===== src/rtl/mac16_15_4.sv =====
// mac16_15_4: streaming unsigned multiply-accumulate stage that sits behind
// the 16x16 Dadda multiplier built from 15:4 counters.
// Three pipeline stages:
//   S1 registers operand pairs from the input stream.
//   S2 registers the multiplier product.
//   S3 accumulates products into groups closed by in_last and presents each
//      group sum on a valid/ready result port.
// A stalled result port (out_valid && !out_ready) freezes the whole pipeline.
// Optional build macro MAC_SATURATE_EN: the group sum clamps at 2^ACC_W-1
// instead of wrapping. Without it the sum wraps and out_ovf is a sticky flag.

// Combinational 16x16 unsigned multiplier (15:4-counter Dadda tree).
module dadda16x16_15_4 (
    input  logic [15:0] a,
    input  logic [15:0] b,
    output logic [31:0] p
);
    assign p = 32'(a) * 32'(b);
endmodule

module mac16_15_4 #(
    parameter int ACC_W = 40
) (
    input  logic             clk,
    input  logic             rst_n,
    input  logic             in_valid,
    output logic             in_ready,
    input  logic [15:0]      in_a,
    input  logic [15:0]      in_b,
    input  logic             in_last,
    output logic             out_valid,
    input  logic             out_ready,
    output logic [ACC_W-1:0] out_acc,
    output logic             out_ovf,
    output logic [15:0]      out_cnt
);

    typedef enum logic {
        IDLE  = 1'b0,
        ACCUM = 1'b1
    } state_t;

    // Reduce the (ACC_W+1)-bit running sum to ACC_W bits: clamp or wrap.
    function automatic logic [ACC_W-1:0] sat_fold(input logic [ACC_W:0] sum);
`ifdef MAC_SATURATE_EN
        if (sum[ACC_W])
            return '1;
        else
            return sum[ACC_W-1:0];
`else
        return sum[ACC_W-1:0];
`endif
    endfunction

    logic             en;
    logic [15:0]      a_p0;
    logic [15:0]      b_p0;
    logic             last_p0;
    logic             vld_p0;
    logic [31:0]      prod;
    logic [31:0]      prod_p1;
    logic             last_p1;
    logic             vld_p1;
    state_t           state;
    state_t           state_nxt;
    logic [ACC_W-1:0] acc;
    logic [ACC_W-1:0] acc_nxt;
    logic [15:0]      cnt;
    logic [15:0]      cnt_nxt;
    logic             ovf;
    logic             ovf_nxt;
    logic [ACC_W:0]   sum;
    logic [ACC_W-1:0] new_acc;
    logic [15:0]      new_cnt;
    logic             new_ovf;
    logic             res_load;

    // Only a held, unconsumed result blocks the pipeline.
    assign en       = !out_valid || out_ready;
    assign in_ready = en;

    // S1 control: beat-valid and group-close flags.
    always_ff @(posedge clk or negedge rst_n) begin
        if (!rst_n) begin
            vld_p0  <= 1'b0;
            last_p0 <= 1'b0;
        end else if (en) begin
            vld_p0  <= in_valid;
            last_p0 <= in_last;
        end
    end

    // S1 data: operands are only meaningful alongside vld_p0, so no reset.
    always_ff @(posedge clk) begin
        if (in_valid && en) begin
            a_p0 <= in_a;
            b_p0 <= in_b;
        end
    end

    dadda16x16_15_4 u_mul (
        .a (a_p0),
        .b (b_p0),
        .p (prod)
    );

    // S2 control: carry valid and last alongside the product.
    always_ff @(posedge clk or negedge rst_n) begin
        if (!rst_n) begin
            vld_p1  <= 1'b0;
            last_p1 <= 1'b0;
        end else if (en) begin
            vld_p1  <= vld_p0;
            last_p1 <= last_p0;
        end
    end

    // S2 data: registered product.
    always_ff @(posedge clk) begin
        if (en)
            prod_p1 <= prod;
    end

    // S3 next-state: fold the product into the open group or close it.
    always_comb begin
        state_nxt = state;
        acc_nxt   = acc;
        cnt_nxt   = cnt;
        ovf_nxt   = ovf;
        res_load  = 1'b0;
        sum       = {1'b0, acc} + (ACC_W+1)'(prod_p1);
        new_acc   = sat_fold(sum);
        new_cnt   = cnt + 16'd1;
        new_ovf   = ovf | sum[ACC_W];
        if (en && vld_p1) begin
            if (last_p1) begin
                res_load  = 1'b1;
                acc_nxt   = '0;
                cnt_nxt   = '0;
                ovf_nxt   = 1'b0;
                state_nxt = IDLE;
            end else begin
                acc_nxt   = new_acc;
                cnt_nxt   = new_cnt;
                ovf_nxt   = new_ovf;
                state_nxt = ACCUM;
            end
        end
    end

    // S3 state: accumulator FSM registers.
    always_ff @(posedge clk or negedge rst_n) begin
        if (!rst_n) begin
            state <= IDLE;
            acc   <= '0;
            cnt   <= '0;
            ovf   <= 1'b0;
        end else begin
            state <= state_nxt;
            acc   <= acc_nxt;
            cnt   <= cnt_nxt;
            ovf   <= ovf_nxt;
        end
    end

    // Result port: load a closed group, or retire the held one on handshake.
    always_ff @(posedge clk or negedge rst_n) begin
        if (!rst_n) begin
            out_valid <= 1'b0;
            out_acc   <= '0;
            out_cnt   <= '0;
            out_ovf   <= 1'b0;
        end else if (res_load) begin
            out_valid <= 1'b1;
            out_acc   <= new_acc;
            out_cnt   <= new_cnt;
            out_ovf   <= new_ovf;
        end else if (out_valid && out_ready) begin
            out_valid <= 1'b0;
        end
    end

endmodule

===== config.mk =====
export PLATFORM = sky130hd
export DESIGN_NAME = mac16_15_4
export DESIGN_NICKNAME = d
export VERILOG_FILES = /design/src/rtl/mac16_15_4.sv
export SDC_FILE = /design/constraint.sdc
export NUM_CORES = 1
export LEC_CHECK = 0
export CORE_MARGIN = 1.5
export CORE_UTILIZATION = 55
export CTS_CLUSTER_DIAMETER = 100
export CTS_CLUSTER_SIZE = 16
export DETAILED_ROUTE_END_ITERATION = 10
export GPL_TIMING_DRIVEN = 0
export PLACE_DENSITY = 0.71
export SETUP_SLACK_MARGIN = 0.1
export SYNTH_ARGS = -nofsm -noshare
export SYNTH_HDL_FRONTEND = slang
export SYNTH_SLANG_ARGS = --single-unit
export TNS_END_PERCENT = 50

===== constraint.sdc =====
create_clock -name clk -period 10 [get_ports clk]
set_clock_uncertainty 0.05 [all_clocks]
set_input_delay 1 -clock clk [delete_from_list [all_inputs] [get_ports clk]]
set_output_delay 1 -clock clk [all_outputs]
set_load 0.01 [all_outputs]

==> results of run 1 <==
## registers in the layout (all words and copies together) (netlist names), 16 cells and up
register and count:
a_p0 16, b_p0 16, acc 40, out_acc 40, prod_p1 32, out_cnt 16
cnt 16
## cell usage in the layout (no fill, tap or decap), types with 12 or more instances in the layout
| master | netlist | final |
|---|---|---|
| edfxtp_1 | 64 | 64 |
| mux2_2 | 30 | 30 |
| clkbuf_16 | 0 | 18 |
| o31ai_1 | 20 | 20 |
| xor2_1 | 28 | 28 |
| a22o_1 | 23 | 23 |
| clkbuf_1 | 74 | 75 |
| fa_1 | 195 | 195 |
| a31oi_1 | 12 | 12 |
| o21ai_0 | 88 | 88 |
| a21o_1 | 27 | 27 |
| nand3_1 | 24 | 24 |
| clkdlybuf4s50_1 | 0 | 94 |
| and3_1 | 17 | 17 |
| nand2_1 | 239 | 239 |
| inv_1 | 240 | 240 |
| nor2_1 | 46 | 46 |
| xnor2_1 | 50 | 50 |
| a21oi_1 | 56 | 56 |
| and2_1 | 120 | 119 |
| dfrtp_1 | 119 | 119 |
| ha_1 | 137 | 137 |
## final cells by class
class,count,area (sq um)
fill,2590,11400
multi-input combinational,1218,10900
sequential,183,4900
timing repair buffer,97,1000
inverter,240,901
clock buffer,25,527
tap,396,495
buffer,78,302
clock inverter,7,51.3
## stage by stage
step / area, sq um / setup WS (ns) / utilization (%) / hold slack, ns / std cells
after floorplan: 17000 / 3.83 / - / 0.400 / 1719
after global placement: 18500 / 3.07 / 60.5 / 0.412 / 2210
after detailed placement: 18500 / 3.04 / 60.7 / 0.420 / 2212
after CTS: 19100 / 3.01 / 62.6 / 0.349 / 2244
after global routing: 19100 / 2.70 / 62.6 / 0.361 / 2244
final: 19100 / 3.00 / 62.6 / 0.356 / 2244
## per-layer routing
| layer | GRT usage (%) | wire length [microns] |
|---|---|---|
| met5 | 0 | 0 |
| met1 | 33.7 | 17100 |
| met4 | 8.51 | 1110 |
| met3 | 3.90 | 1880 |
| met2 | 47.4 | 20300 |
## cells by family (layout without fill, tap and decap cells)
group / count (synthesis) / in the layout / share of synthesized area, %
compound gates: 297 / 297 / 11.7
xor+xnor: 78 / 78 / 4.01
flops: 183 / 183 / 28.8
fa+ha+maj: 332 / 332 / 33.0
mux: 30 / 30 / 1.99
buf+inv: 318 / 447 / 7.06
simple gates: 481 / 481 / 13.4
## worst max-delay path: stages (launching register included)
cell and delay [ns]:
edfxtp_1 0.55, clkbuf_1 0.51, nand2_1 0.16, fa_1 0.53, fa_1 0.58, fa_1 0.46
fa_1 0.55, inv_1 0.05, fa_1 0.47, inv_1 0.05, fa_1 0.47, inv_1 0.04
ha_1 0.34, a21o_1 0.22, o21ai_0 0.20, o211ai_2 0.16, a211o_2 0.38, a41o_1 0.27
a21oi_2 0.20, o21ai_0 0.14, a21oi_1 0.26, xnor2_1 0.11
## how the worst max path moves through the flow
stage / start / endpoint / cells after the start
2_1_floorplan: b_p0[1]$_DFFE_PP_ / prod_p1[31]$_DFFE_PN_ / 21
3_3_place_gp: a_p0[10]$_DFFE_PP_ / prod_p1[31]$_DFFE_PN_ / 21
3_5_place_dp: a_p0[10]$_DFFE_PP_ / prod_p1[31]$_DFFE_PN_ / 21
4_1_cts: a_p0[7]$_DFFE_PP_ / prod_p1[25]$_DFFE_PN_ / 21
5_1_grt: a_p0[7]$_DFFE_PP_ / prod_p1[25]$_DFFE_PN_ / 21
6_report: a_p0[10]$_DFFE_PP_ / prod_p1[25]$_DFFE_PN_ / 21
==> run_results.csv, run 1 <==
group,metric,value,unit
clocking,clk_latency,0.45,ns
global_routing,grt_pass1_vias,12770,
sta,finalCriticalPeriod,7.00,ns
drt,drt_pass1_iterations,6,
clocking,path_clk_slew,0.07,ns
critical_path,reg2reg_to,"prod_p1[25]$_DFFE_PN_",
die,die_height,179,microns
synth,synth_edf_count,64,
clocking,clk_path_buf_depth,2,
drt,antenna_left,0,
critical_path,worstPathMaxFanout,10,
die,ioPinCount,96,
clocking,clock-sinks,183,
synth,ys_seq_elements,183,
synth,netlist.area_leader.share,22.9,%
synth,synth_cell_types,64,
die,placementRows,64,
global_routing,antenna_found_initial,0,
final_layout,nets,2204,
final_layout,areaGrowthSynthToFinish,12.2,%
critical_path,reg2regPathDepth,21,
synth,yosys.area.top_type,"fa_1",
placed_design,dp_hpwl,32500,microns
drt,avgViaCountPerCell,5.56,
sta,layout_worst_path_cycle_share,70.0,%
clocking,hold_buffers,0,
global_routing,grt_pass1_wl,65400,microns
synth,synth_area_per_cell,9.90,sq um
synth,synthTopCellsByCount,"240 x inv_1, 239 x nand2_1, 195 x fa_1, 137 x ha_1, 120 x and2_1",
sta,relSlewSlack,50.9,%
synth,synth_nets,2088,
drt,finalWirelength,40400,microns
clocking,cts_root_buf,"clkbuf_16",
drt,drc,0,
sta,tns,0,ns
global_routing,grt_start_max_net_pins,95,
die,die-width,179,microns
die,start_util,55.8,%
synth,yosysMostFrequentCell,"inv_1",
critical_path,worstSetupPathType,"flop to flop",
drt,drt-initial-drc-count,842,
die,coreArea,30500,sq um
sta,rsz0062_at_grt,"no",
die,die_area,32000,sq um
critical_path,cp.arrival,7.13,ns
synth,synthFlopType,"dfrtp_1",
critical_path,worstSetupStartpointType,"flop",
sta,fmax,0.143,GHz
sta,worst_slew_pin_slew,0.736,ns
critical_path,reg2reg_from,"a_p0[10]$_DFFE_PP_",
synth,ys_seq_area_share,28.8,%
sta,setup_violations,0,
critical_path,cp.required,10.13,ns
synth,syn_area,17000,sq um
sta,hold_viol,0,
clocking,tritoncts,"done",
clocking,cts-buffers-inserted,17,
synth,synth_area_leaders,"fa_1 23%, dfrtp_1 18%, edfxtp_1 11%",
drt,wl_per_cell,18.0,microns
critical_path,end_kind,"flop",
status,status,"completed",
synth,synth_warnings,0,
critical_path,rrSetupSlack,3.00,ns
global_routing,grt_overflow,0,
drt,vias,12466,
job,drv_cap,0,
clocking,htreeDepth,4,
clocking,cts_setup_buffers,0,
global_routing,gr-usage-all-layers,26.8,%
hold_path,hp-class,"input pin to async pin",
synth,postSynth.asyncResetShare,65.0,%
final_layout,antennaDiodeCount,0,
placed_design,port_buffers,95,
final_layout,drive_gt1_share,4.92,%
placed_design,gp_congestion,0.935,
clocking,cts_resized,0,
sta,timing.final.max_slew_violations,0,
synth,synthesis.instances,1719,
Power of run 1 is not shown: default switching activity piles up to over one toggle a cycle in this logic, so the estimate is an artifact.
==> inputs of run 2 (changes only) <==
--- a/config.mk
+++ b/config.mk
@@ -11,7 +11,7 @@
 export CTS_CLUSTER_SIZE = 16
 export DETAILED_ROUTE_END_ITERATION = 10
 export GPL_TIMING_DRIVEN = 0
-export PLACE_DENSITY = 0.71
+export PLACE_DENSITY = 0.74
 export SETUP_SLACK_MARGIN = 0.1
 export SYNTH_ARGS = -nofsm -noshare
 export SYNTH_HDL_FRONTEND = slang
==> constraint.sdc (replaced) <==
create_clock -name clk -period 6.38 [get_ports clk]
set_clock_uncertainty 0.05 [all_clocks]
set_input_delay 0.638 -clock clk [delete_from_list [all_inputs] [get_ports clk]]
set_output_delay 0.638 -clock clk [all_outputs]
set_load 0.01 [all_outputs]
==> run 2 against run 1 <==
  * Cell area grew 3.3%
  * Setup slack lost 2.9 ns
  * Die area is the same
  * Non-clock buffer count grew 43
  * Critical path depth is the same
  * Critical path type unchanged
  * Critical endpoint is now prod_p1[31]$_DFFE_PN_
  * Highest routed layer unchanged
==> run_results.csv, run 2 (synthesized netlist as in run 1, its figures left out) <==
group,metric,value,unit
placed_design,dpl_cell_area,18500,sq um
global_routing,grt_start_max_net_pins,91,
clocking,tritoncts,"done",
sta,rsz0062_at_grt,"yes",
final_layout,antennaDiodeCount,0,
critical_path,cpPeakStageDelay,0.56,ns
critical_path,worstSetupPathType,"flop to flop",
sta,relSlewSlack,52.0,%
die,start_util,55.8,%
sta,fmax,0.160,GHz
critical_path,crit_chain,"clkbuf_4 -> nand2_1 -> fa_1 -> fa_1 -> fa_1 -> fa_1 -> inv_1 -> fa_1 -> inv_1 -> fa_1 -> inv_2 -> ha_4 -> a21o_1 -> o21ai_2 -> o211ai_4 -> a211o_4 -> a41o_1 -> a21oi_2 -> o41a_1 -> a31o_2 -> xnor2_1",
critical_path,end_kind,"flop",
job,drv_cap,0,
sta,hold_viol,0,
critical_path,crit_family,"adder cells",
drt,avgViaCountPerCell,5.59,
placed_design,dp_hpwl,32100,microns
sta,worst_slew_pin_slew,0.720,ns
sta,timing.final.max_slew_violations,0,
sta,layout_worst_path_cycle_share,98.0,%
clocking,cts-buffers-inserted,17,
clocking,htreeDepth,4,
placed_design,gp_congestion,0.936,
critical_path,cp.required,6.54,ns
final_layout,stdcell_area,19700,sq um
critical_path,cp.arrival,6.41,ns
drt,wl_per_cell,18.4,microns
final_layout,layout_commonest_cell,"inv_1",
global_routing,antenna_found_initial,0,
sta,setup_violations,0,
drt,drt_pass1_iterations,6,
final_layout,final_cell_mix,"238 x inv_1, 237 x nand2_1, 194 x fa_1",
die,placementRows,64,
status,status,"completed",
clocking,clock-sinks,183,
final_layout,regArea,4900,sq um
final_layout,top_regs,"acc: 40 flops, out_acc: 40 flops, prod_p1: 32 flops",
hold_path,hp-class,"flop to flop",
final_layout,multi_input_comb_area,11100,sq um
final_layout,drive_gt1_share,9.99,%
final_layout,nets,2247,
global_routing,grt_pass1_wl,67200,microns
drt,vias,12773,
final_layout,areaGrowthSynthToFinish,15.9,%
hold_path,min_from,"out_cnt[7]$_DFFE_PN0P_",
sta,finalCriticalPeriod,6.25,ns
die,die_area,32000,sq um
clocking,cts_root_buf,"clkbuf_16",
critical_path,path_buf_inv,4,
drt,antenna_left,0,
critical_path,worstPathMaxFanout,10,
drt,drc,0,
die,coreArea,30500,sq um
clocking,clk_latency,0.46,ns
critical_path,crit_start,"b_p0[3]$_DFFE_PP_",
global_routing,gr-usage-all-layers,27.7,%
drt,finalWirelength,42000,microns
global_routing,grt_overflow,0,
critical_path,reg2reg_from,"b_p0[3]$_DFFE_PP_",
critical_path,worstSetupStartpointType,"flop",
global_routing,grt_pass1_vias,13120,
final_layout,fillers,2486,
die,die-width,179,microns
critical_path,cp_slowest_cell,"fa_1",
critical_path,cp_common_cell,"fa_1",
placed_design,port_buffers,95,
sta,tns,0,ns
clocking,clk_path_buf_depth,2,
die,ioPinCount,96,
drt,drt-initial-drc-count,753,
clocking,path_clk_slew,0.07,ns
die,die_height,179,microns
## run 2: repair_timing
item | in CTS | in global routing
endpoints found under the hold margin | 1 | 0
gates resized for setup | 62 | 33
hold buffers | 1 | 0
buffers inserted | 32 | 10
endpoints found under the setup margin | 14 | 10
pin swaps | 7 | 9
## run 2: area by class of cell
cell class	count	area share (%)
Timing Repair Buffer	140	6.80
Sequential cell	183	24.8
Tap cell	396	2.51
Clock buffer	20	2.32
Clock inverter	12	0.691
Buffer	78	2.18
Inverter	240	4.57
Multi-Input combinational cell	1218	56.1
## run 2: tightest hold or removal path: stages (launching register included)
cell	delay [ns]
dfrtp_1	0.34
nand2_1	0.05
o21ai_0	0.06
## run 2: final timing paths
check | endpoint | slack, ns | depth (start not counted)
min reg2reg | out_cnt[7]$_DFFE_PN0P_ | 0.43 | 2
max in group asynchronous | out_acc[21]$_DFFE_PN0P_ | 4.97 | 3
min in group asynchronous | vld_p1$_DFFE_PN0N_ | 0.58 | 2
max reg2reg | prod_p1[31]$_DFFE_PN_ | 0.13 | 21
min | out_cnt[7]$_DFFE_PN0P_ | 0.43 | 2
max | prod_p1[31]$_DFFE_PN_ | 0.13 | 21
## run 2: routing by layer
metal	GRT usage (%)	vias to the layer above	wire length, microns
met5	0	-	0
met1	34.8	6365	17700
met3	3.99	82	1950
met4	10.6	0	1520
met2	48.3	380	20800
li1	-	5946	-
## run 2: per-stage QoR
stage                     util, %  hold slack (ns)  setup WS, ns  cells
after floorplan                 -            0.292         0.211   1719
after global routing         64.7            0.446       -0.0174   2287
final                        64.7            0.428         0.127   2287
after detailed placement     60.7            0.419        -0.586   2212
after global placement       60.5            0.413        -0.558   2210
after CTS                    64.0            0.436         0.109   2277
Power of run 2 is left out for the same reason.
